### config.mk
export PLATFORM = sky130hd
export DESIGN_NAME = rv_multicycle_ctrl
export DESIGN_NICKNAME = d
export VERILOG_FILES = /design/src/rtl/rv_ctrl_pkg.sv /design/src/rtl/rv_multicycle_ctrl_decoder.sv /design/src/rtl/rv_multicycle_ctrl.sv
export SDC_FILE = /design/constraint.sdc
export NUM_CORES = 1
export LEC_CHECK = 0
export CAP_MARGIN = 20
export CORE_ASPECT_RATIO = 1.1
export CORE_UTILIZATION = 26
export DETAILED_ROUTE_END_ITERATION = 12
export GPL_TIMING_DRIVEN = 0
export PLACE_DENSITY = 0.55
export SLEW_MARGIN = 20
export SYNTH_ARGS = -nofsm -noshare
export SYNTH_HDL_FRONTEND = slang
export SYNTH_SLANG_ARGS = --single-unit
### constraint.sdc
create_clock -name clk_i -period 5 [get_ports clk_i]
set_clock_uncertainty 0.15 [all_clocks]
set_input_delay 0.75 -clock clk_i [delete_from_list [all_inputs] [get_ports clk_i]]
set_output_delay 0.75 -clock clk_i [all_outputs]
set_load 0.005 [all_outputs]
### src/rtl/rv_ctrl_pkg.sv
// rtl/rv_ctrl_pkg.sv - shared types and constants for the multi-cycle control FSM
// Contents: state_e (FSM states), alu_op_e (ALU operation codes),
//           RV32I opcode constants, f3_to_alu() funct3 -> ALU op mapping.
package rv_ctrl_pkg;

   typedef enum logic [2:0] {
      IDLE,
      FETCH,
      DECODE,
      EXECUTE,
      WRITEBACK,
      TRAP
   } state_e;

   typedef enum logic [3:0] {
      ALU_ADD  = 4'd0,
      ALU_SUB  = 4'd1,
      ALU_AND  = 4'd2,
      ALU_OR   = 4'd3,
      ALU_XOR  = 4'd4,
      ALU_SLL  = 4'd5,
      ALU_SRL  = 4'd6,
      ALU_SRA  = 4'd7,
      ALU_SLT  = 4'd8,
      ALU_SLTU = 4'd9
   } alu_op_e;

   localparam logic [6:0] OPC_OP    = 7'b0110011;
   localparam logic [6:0] OPC_OPIMM = 7'b0010011;

   // alt selects the funct7[5] variant (SUB for 000, SRA for 101).
   function automatic alu_op_e f3_to_alu(input logic [2:0] f3, input logic alt);
      alu_op_e op;
      case (f3)
         3'b000:  op = alt ? ALU_SUB : ALU_ADD;
         3'b001:  op = ALU_SLL;
         3'b010:  op = ALU_SLT;
         3'b011:  op = ALU_SLTU;
         3'b100:  op = ALU_XOR;
         3'b101:  op = alt ? ALU_SRA : ALU_SRL;
         3'b110:  op = ALU_OR;
         default: op = ALU_AND;
      endcase
      return op;
   endfunction

endpackage

### src/rtl/rv_multicycle_ctrl_decoder.sv
// rtl/rv_multicycle_ctrl_decoder.sv - combinational RV32I OP/OP-IMM decoder
// Ports:
//   ir_i       in  32  instruction register contents
//   legal_o    out 1   instruction is a supported OP/OP-IMM encoding
//   alu_op_o   out 4   ALU operation
//   op_b_sel_o out 1   0 = rs2 data, 1 = immediate
//   imm_o      out 32  sign-extended I-immediate IR[31:20]
module rv_instr_decoder
   import rv_ctrl_pkg::*;
(
   input  logic [31:0] ir_i,
   output logic        legal_o,
   output alu_op_e     alu_op_o,
   output logic        op_b_sel_o,
   output logic [31:0] imm_o
);

   logic [6:0] opcode;
   logic [2:0] funct3;
   logic [6:0] funct7;
   logic       unused_fields;

   assign opcode = ir_i[6:0];
   assign funct3 = ir_i[14:12];
   assign funct7 = ir_i[31:25];

   // Register indices are taken straight from IR by the top level.
   assign unused_fields = ^{ir_i[19:15], ir_i[11:7]};

   always_comb begin
      legal_o    = 1'b0;
      alu_op_o   = ALU_ADD;
      op_b_sel_o = 1'b0;
      imm_o      = {{20{ir_i[31]}}, ir_i[31:20]};
      case (opcode)
         OPC_OP: begin
            alu_op_o = f3_to_alu(funct3, funct7[5]);
            legal_o  = (funct7 == 7'b0000000) ||
                       ((funct7 == 7'b0100000) && ((funct3 == 3'b000) || (funct3 == 3'b101)));
         end
         OPC_OPIMM: begin
            op_b_sel_o = 1'b1;
            // Only shifts reinterpret IR[30]; ADDI with a negative immediate stays ADD.
            alu_op_o   = f3_to_alu(funct3, (funct3 == 3'b101) && funct7[5]);
            case (funct3)
               3'b001:  legal_o = (funct7 == 7'b0000000);
               3'b101:  legal_o = (funct7 == 7'b0000000) || (funct7 == 7'b0100000);
               default: legal_o = 1'b1;
            endcase
         end
         default: legal_o = 1'b0;
      endcase
   end

endmodule

### src/rtl/rv_multicycle_ctrl.sv
// rtl/rv_multicycle_ctrl.sv - multi-cycle control FSM for the R/I-type datapath
// Optional feature macro: RV_CTRL_PERF_EN (adds cycle_cnt_o / instret_cnt_o).
// Ports:
//   clk_i, rst_ni                 clock, asynchronous active-low reset
//   start_i, halt_req_i           leave IDLE / return to IDLE after WRITEBACK
//   imem_req_o, imem_ready_i,
//   instr_i, ir_load_o            instruction fetch handshake and IR capture strobe
//   r_addr1_o, r_addr2_o,
//   wr_addr_o                     rs1 / rs2 / rd from IR
//   alu_sel_o, op_b_sel_o, imm_o  registered decode results
//   rf_wr_en_o, pc_en_o           WRITEBACK strobes
//   busy_o, illegal_o, timeout_o  status, sticky trap causes
module rv_multicycle_ctrl
   import rv_ctrl_pkg::*;
#(
   parameter int ALU_OP_W      = 4,
   parameter int FETCH_TIMEOUT = 16
) (
   input  logic                clk_i,
   input  logic                rst_ni,
   input  logic                start_i,
   input  logic                halt_req_i,
   output logic                imem_req_o,
   input  logic                imem_ready_i,
   input  logic [31:0]         instr_i,
   output logic                ir_load_o,
   output logic [4:0]          r_addr1_o,
   output logic [4:0]          r_addr2_o,
   output logic [4:0]          wr_addr_o,
   output logic [ALU_OP_W-1:0] alu_sel_o,
   output logic                op_b_sel_o,
   output logic [31:0]         imm_o,
   output logic                rf_wr_en_o,
   output logic                pc_en_o,
   output logic                busy_o,
   output logic                illegal_o,
   output logic                timeout_o
`ifdef RV_CTRL_PERF_EN
  ,output logic [31:0]         cycle_cnt_o,
   output logic [31:0]         instret_cnt_o
`endif
);

   localparam int CNT_W = $clog2(FETCH_TIMEOUT + 1);
   // Wait count at the start of the last permitted ready=0 cycle.
   localparam logic [CNT_W-1:0] WAIT_LAST = CNT_W'(FETCH_TIMEOUT - 1);

   state_e              state_q, state_d;
   logic [31:0]         ir_q, ir_d;
   logic [ALU_OP_W-1:0] alu_sel_q, alu_sel_d;
   logic                op_b_sel_q, op_b_sel_d;
   logic [31:0]         imm_q, imm_d;
   logic                illegal_q, illegal_d;
   logic                timeout_q, timeout_d;
   logic [CNT_W-1:0]    wait_cnt_q, wait_cnt_d;

   logic                dec_legal;
   alu_op_e             dec_alu_op;
   logic                dec_op_b_sel;
   logic [31:0]         dec_imm;

   rv_instr_decoder u_decoder (
      .ir_i       (ir_q),
      .legal_o    (dec_legal),
      .alu_op_o   (dec_alu_op),
      .op_b_sel_o (dec_op_b_sel),
      .imm_o      (dec_imm)
   );

   always_ff @(posedge clk_i or negedge rst_ni) begin
      if (!rst_ni) begin
         state_q    <= IDLE;
         ir_q       <= '0;
         alu_sel_q  <= ALU_OP_W'(ALU_ADD);
         op_b_sel_q <= 1'b0;
         imm_q      <= '0;
         illegal_q  <= 1'b0;
         timeout_q  <= 1'b0;
         wait_cnt_q <= '0;
      end else begin
         state_q    <= state_d;
         ir_q       <= ir_d;
         alu_sel_q  <= alu_sel_d;
         op_b_sel_q <= op_b_sel_d;
         imm_q      <= imm_d;
         illegal_q  <= illegal_d;
         timeout_q  <= timeout_d;
         wait_cnt_q <= wait_cnt_d;
      end
   end

   always_comb begin
      state_d    = state_q;
      ir_d       = ir_q;
      alu_sel_d  = alu_sel_q;
      op_b_sel_d = op_b_sel_q;
      imm_d      = imm_q;
      illegal_d  = illegal_q;
      timeout_d  = timeout_q;
      wait_cnt_d = wait_cnt_q;
      imem_req_o = 1'b0;
      ir_load_o  = 1'b0;
      rf_wr_en_o = 1'b0;
      pc_en_o    = 1'b0;
      case (state_q)
         IDLE: begin
            if (start_i) state_d = FETCH;
         end
         FETCH: begin
            imem_req_o = 1'b1;
            // A ready on the final wait cycle still counts as a fetch.
            if (imem_ready_i) begin
               ir_load_o  = 1'b1;
               ir_d       = instr_i;
               wait_cnt_d = '0;
               state_d    = DECODE;
            end else if (wait_cnt_q == WAIT_LAST) begin
               timeout_d  = 1'b1;
               wait_cnt_d = '0;
               state_d    = TRAP;
            end else begin
               wait_cnt_d = wait_cnt_q + 1'b1;
            end
         end
         DECODE: begin
            alu_sel_d  = ALU_OP_W'(dec_alu_op);
            op_b_sel_d = dec_op_b_sel;
            imm_d      = dec_imm;
            if (dec_legal) begin
               state_d = EXECUTE;
            end else begin
               illegal_d = 1'b1;
               state_d   = TRAP;
            end
         end
         EXECUTE: state_d = WRITEBACK;
         WRITEBACK: begin
            rf_wr_en_o = (ir_q[11:7] != 5'd0);
            pc_en_o    = 1'b1;
            state_d    = halt_req_i ? IDLE : FETCH;
         end
         TRAP:    state_d = TRAP;
         default: state_d = IDLE;
      endcase
   end

   assign r_addr1_o  = ir_q[19:15];
   assign r_addr2_o  = ir_q[24:20];
   assign wr_addr_o  = ir_q[11:7];
   assign alu_sel_o  = alu_sel_q;
   assign op_b_sel_o = op_b_sel_q;
   assign imm_o      = imm_q;
   assign busy_o     = (state_q != IDLE) && (state_q != TRAP);
   assign illegal_o  = illegal_q;
   assign timeout_o  = timeout_q;

`ifdef RV_CTRL_PERF_EN
   logic [31:0] cycle_cnt_q, instret_cnt_q;

   always_ff @(posedge clk_i or negedge rst_ni) begin
      if (!rst_ni) begin
         cycle_cnt_q   <= '0;
         instret_cnt_q <= '0;
      end else begin
         if (busy_o)               cycle_cnt_q   <= cycle_cnt_q + 32'd1;
         if (state_q == WRITEBACK) instret_cnt_q <= instret_cnt_q + 32'd1;
      end
   end

   assign cycle_cnt_o   = cycle_cnt_q;
   assign instret_cnt_o = instret_cnt_q;
`endif

endmodule

; Word level (Yosys, flattened, before mapping)
; Cells that the tools add are included.
[op_classes]
bitwise_logic = 2
n_eq_ne = 18
mux = 23
n_reduce_logical = 15
n_addsub = 1
[op_table]
columns = cell, count
row1 = 4-bit one-hot mux with 7 select lines, 2
row2 = 3-bit one-hot mux with 6 select lines, 1
row3 = 3-bit == test (second input constant), 5
row4 = 7-bit by 6-bit == test with 1-bit output (second input constant), 2
row5 = 3-bit by 2-bit == test with 1-bit output (second input constant), 4
row6 = 3-bit two-way mux, 4
row7 = 1-bit two-way mux, 11
row8 = 5-bit two-way mux, 2
row9 = 4-bit one-hot mux with 2 select lines, 1
row10 = 7-bit by 5-bit == test with 1-bit output (second input constant), 1
row11 = 7-bit logical NOT, 1
row12 = 3-bit by 1-bit == test with 1-bit output (second input constant), 2
row13 = 3-bit logical NOT, 2
row14 = 3-bit inequality test (second input constant), 2
row15 = 2-bit AND reduction, 3
row16 = 5-bit by 1-bit adder with 5-bit output (second input constant), 1
row17 = 5-bit by 4-bit == test with 1-bit output (second input constant), 1
row18 = 5-bit nonzero test, 1
row19 = 1-bit one-hot mux with 2 select lines, 2
row20 = 1-bit logical AND, 3
row21 = 1-bit logical OR, 3
row22 = 3-bit AND reduction, 1
row23 = 3-bit nonzero test, 1
row24 = 2-bit inequality test (second input constant), 1
row25 = 1-bit NOT, 2
[word_totals]
register_bits = 59
word_cells = 67

; Logic depth before layout (Yosys ltp)
[depth]
depth_word = 7
mapped_depth = 9

; Modules after synthesis
; Synthesis repeated with hierarchy kept, for this count alone.
[hier_totals]
cells_unflattened = 275
hier_area_um2 = 3779.9
[modules_own_cells]
columns = mod, cells_per_inst, instances, seq_area_each_um2, area_each_um2
row1 = rv_multicycle_ctrl, 220, 1, 1976.9, 3390.8
row2 = rv_instr_decoder, 55, 1, 0.0, 389.1

; Worst setup path before layout
; OpenSTA, ideal clock, no wires.
[synth_path]
path_kind = flip-flop to output port
from = reg state_q[1]
to = out ir_load_o
slack_ns = 2.659
stages_incl_launch_ff = 8
n_path_buf = 4
t_arrival_ns = 1.441
path_cell_list = dfrtp_1 > buf_6 > or3b_1 > buf_6 > inv_6 > and2_4 > buf_12 > buf_12
[synth_between]
elab_chain_len = 2
[synth_lines]
columns = element, line_no
row1 = start: declaration, rv_multicycle_ctrl.sv:48  ; state_e state_q, state_d;
row2 = start signal: assignment, rv_multicycle_ctrl.sv:81  ; state_q <= state_d;
row3 = 3-bit by 1-bit == test with 1-bit output, rv_multicycle_ctrl.sv:105  ; case (state_q)
row4 = 1-bit two-way mux, rv_multicycle_ctrl.sv:105
row5 = end: declaration, rv_multicycle_ctrl.sv:26  ; output logic ir_load_o,
; No other way between the ends.

; Worst setup path after layout
; Same ends and word-level chain as after synthesis.

==> tab_implementation.tex <==
\begin{tabular}{lr}
\hline
Metric & Value \\
\hline
\multicolumn{2}{l}{\textbf{Run status}} \\
Result of the run & completed \\
\multicolumn{2}{l}{\textbf{Routing}} \\
Wire per inst & 12.5 µm \\
Number of antenna-violating nets in the routed design & 0 \\
DR vias & 1962 \\
First-pass detailed-route iteration total & 4 \\
Final WL & 5990 µm \\
Vias per inst & 4.09 \\
DRC errors left & 0 \\
DRC violation total after the first TritonRoute iteration & 50 \\
\multicolumn{2}{l}{\textbf{GRT}} \\
Global routing usage summed across all routing layers & 0.109 \\
Largest net degree at the start of global routing & 32 \\
Number of global-route vias before repair & 1824 \\
Wire length of the first global-routing pass & 9400 µm \\
Global-route congestion overflow total & 0 \\
Number of antenna violations at the first check in global routing & 0 \\
\multicolumn{2}{l}{\textbf{Final layout}} \\
Total of fill cells in the finished design & 1080 \\
Final Cell Area & 0.00435 mm² \\
Antenna cell count & 0 \\
Synthesis-to-finish area growth & 50.1\% \\
Count of placed standard cells in the final layout, fillers left out & 480 \\
Final core utilization & 0.399 \\
Final layout net count & 366 \\
Share of final-layout standard cells stronger than drive strength 1 & 0.336 \\
Storage element area & 0.00148 mm² \\
Footprint of the multi-input gates & 0.00102 mm² \\
\multicolumn{2}{l}{\textbf{Placed design}} \\
Placed instance area & 0.00405 mm² \\
Final Wtd Congestion & 0.727 \\
Placed wire-length estimate after detailed placement & 4480 µm \\
IO buf count & 95 \\
Worst slack after detailed placement & 1.77 ns \\
Total instance count after detailed placement & 464 \\
\multicolumn{2}{l}{\textbf{Yosys}} \\
Total of flip-flops plus latches after synthesis & 59 \\
Number of standard cells after synthesis & 221 \\
Share of flip-flops with an asynchronous set or reset & 1.00 \\
Synthesized area & 0.00290 mm² \\
Cell type with the highest aggregate area in the netlist & sky130\_fd\_sc\_hd\_\_dfrtp\_1 \\
Primary flip-flop cell chosen by synthesis mapping & sky130\_fd\_sc\_hd\_\_dfrtp\_1 \\
Syn nets & 259 \\
Count of flip-flops with a built-in enable after synthesis & 0 \\
Avg Synthesized Cell Area & 13.1 µm² \\
Area share of the largest cell type after synthesis & 0.509 \\
Commonest cells post-synth & 59 x sky130\_fd\_sc\_hd\_\_dfrtp\_1, 36 x sky130\_fd\_sc\_hd\_\_buf\_4, 26 x sky130\_fd\_sc\_hd\_\_mux2\_4 \\
Number of warnings printed during yosys synthesis & 0 \\
Count leader, synth & sky130\_fd\_sc\_hd\_\_dfrtp\_1 \\
Number of unique standard cell types used by synthesis & 41 \\
Register area share after synthesis & 0.509 \\
Largest cells by area after synthesis & sky130\_fd\_sc\_hd\_\_dfrtp\_1 51\%, sky130\_fd\_sc\_hd\_\_mux2\_4 13\%, sky130\_fd\_sc\_hd\_\_buf\_4 9.3\% \\
\multicolumn{2}{l}{\textbf{Power and ir drop}} \\
Portion of total power attributed to the clock network & 0.214 \\
P\_leak & 1.89 nW \\
Worst IR drop on VDD & 0.000177 V \\
Power density of the placed cells & 642 mW/mm² \\
Share of power burned in registers & 0.313 \\
P\_sw & 765 µW \\
Switching part of the total & 0.274 \\
Relative contribution of combinational cells to total power & 0.473 \\
Pint & 2.03 mW \\
\multicolumn{2}{l}{\textbf{Clock tree}} \\
Quantity of gates resized following cts & 0 \\
Number of clock sinks & 59 \\
Number of buffers created by CTS & 9 \\
H-tree levels & 3 \\
CTS tree & done \\
Setup Fix Bufs, Post-CTS & 0 \\
Clock tree root driver cell & sky130\_fd\_sc\_hd\_\_clkbuf\_16 \\
Clock slew at the register clock pins of the worst setup and hold paths & 0.05 ns \\
Worst skew pair latency & 0.32 ns \\
Number of buffers inserted for hold repair after clock tree synthesis & 0 \\
Max Root-Sink Buffers & 2 \\
\multicolumn{2}{l}{\textbf{Floorplanning}} \\
Horizontal die dimension & 103 µm \\
I/O pins & 96 \\
Height of the die & 113 µm \\
Core area & 0.0109 mm² \\
Area of the die & 0.0116 mm² \\
Number of placement rows & 40 \\
Initial core utilization & 0.266 \\
\multicolumn{2}{l}{\textbf{Flow run}} \\
Number of max-cap violations & 0 \\
\multicolumn{2}{l}{\textbf{Critical path}} \\
Worst setup path category & reg2out \\
Required @ worst endpoint & 4.10 ns \\
Worst-case register-to-register setup slack & 2.90 ns \\
FF-to-FF Start & state\_q[1] \\
Critical Path Sink Type & primary output \\
Critical Path Start Type & flop \\
Arrival time of the worst setup path & 2.35 ns \\
CP max FO & 10 \\
Worst flop-to-flop path endpoint & ir\_q[21] \\
Number of cells on the worst reg-to-reg path & 8 \\
\multicolumn{2}{l}{\textbf{Timing}} \\
RSZ-0062 raised after global routing & false \\
Setup slack after layout & 1.75 ns \\
Highest achievable clock rate & 0.308 GHz \\
Final Hold Vio Count & 0 \\
Total negative setup slack & 0 ns \\
Share of the clock period used by the worst path & 0.649 \\
Relative max-transition margin & 0.570 \\
Endpoints failing setup & 0 \\
Pin slew with the least headroom to its limit & 0.645 ns \\
Minimum clock period after layout & 3.25 ns \\
Count of final max-slew check failures & 0 \\
\multicolumn{2}{l}{\textbf{Hold path}} \\
Type of the tightest min-delay check & in2async \\
\hline
\end{tabular}
-- worst max path at each step --
stage	end	cells past startpoint	from
2_1_floorplan	ir_load_o	7	state_q[1]
3_3_place_gp	ir_q[9]	1	rst_ni
3_5_place_dp	ir_load_o	5	imem_ready_i
4_1_cts	ir_load_o	8	state_q[1]
5_1_grt	ir_load_o	8	state_q[1]
6_report	ir_load_o	8	state_q[1]
-- state kept, by name (all words and copies together) (netlist names) --
name	flops
ir_q	32
imm_o	12
illegal_o	1
alu_sel_o	4
state_q	3
op_b_sel_o	1
timeout_o	1
wait_cnt_q	5
-- power by group through the flow --
stage	Sequential (mW)	Clock (mW)	Combinational (mW)
floorplan	0.841	0	0.791
global placement	0.877	0	1.32
detailed placement	0.886	0	1.34
CTS	0.880	0.622	1.35
global route	0.911	0.643	1.43
finish	0.875	0.598	1.32
-- cells in the final DEF, fill, tap and decap left out, drive strengths merged --
cell / Yosys / final
clkdlybuf4s50: 0 / 94
dfrtp: 59 / 59
buf: 44 / 46
mux2: 44 / 44
clkbuf: 1 / 14
nand2: 12 / 12
o21ai: 7 / 7
nor3: 6 / 6
nor2: 5 / 5
a21oi: 4 / 4
o21bai: 3 / 3
nand3: 3 / 3
inv: 3 / 3
or4: 2 / 2
o21a: 2 / 2
o31ai: 2 / 2
a21o: 2 / 2
a31oi: 2 / 2
a22o: 2 / 2
nand3b: 2 / 2
clkinvlp: 0 / 2
or3b: 2 / 2
and2: 2 / 2
nor3b: 1 / 1
nor4b: 1 / 1
o41ai: 1 / 1
nor2b: 1 / 1
and3: 1 / 1
o221a: 1 / 1
o211ai: 1 / 1
o31a: 1 / 1
a21boi: 1 / 1
a31o: 1 / 1
o211a: 1 / 1
ha: 1 / 1
clkinv: 0 / 1
-- final cells by class --
class / instances / share of cell area
Tap cell: 147 / 0.0422
Sequential cell: 59 / 0.339
Clock inverter: 3 / 0.00460
Clock buffer: 13 / 0.0644
Buffer: 45 / 0.0885
Inverter: 3 / 0.00374
Multi-Input combinational cell: 114 / 0.235
Timing Repair Buffer: 96 / 0.222
-- cell families (layout without fill, tap and decap cells) --
logic type,Yosys count,in the layout,synth area share
mux,44,44,0.204
simple gates,38,38,0.0690
buf+inv,48,160,0.138
flops,59,59,0.509
fa+ha+maj,1,1,0.00431
compound gates,31,31,0.0750
-- layer usage --
layer  track usage  share of wire  up-vias
li1              -              -      961
met1         0.137           0.46      929
met2         0.172           0.46       61
met3        0.0327          0.059       11
met4        0.0486          0.019        0
met5             0              0        -
-- critical path, stage by stage (launching register included) --
cell and delay, ns:
sky130_fd_sc_hd__dfrtp_1 0.37, sky130_fd_sc_hd__buf_6 0.13, sky130_fd_sc_hd__or3b_1 0.38, sky130_fd_sc_hd__buf_6 0.15
sky130_fd_sc_hd__inv_6 0.06, sky130_fd_sc_hd__and2_4 0.15, sky130_fd_sc_hd__buf_12 0.13, sky130_fd_sc_hd__buf_12 0.15
sky130_fd_sc_hd__clkdlybuf4s50_1 0.50
-- per-stage QoR --
stage	total power, mW	hold WS [ns]
2_1_floorplan	1.63	0.304
3_3_place_gp	2.20	0.298
3_5_place_dp	2.23	0.308
4_1_cts	2.85	0.211
5_1_grt	2.99	0.219
6_report	2.80	0.199
No activity file was read; power rests on OpenSTA's default activity.
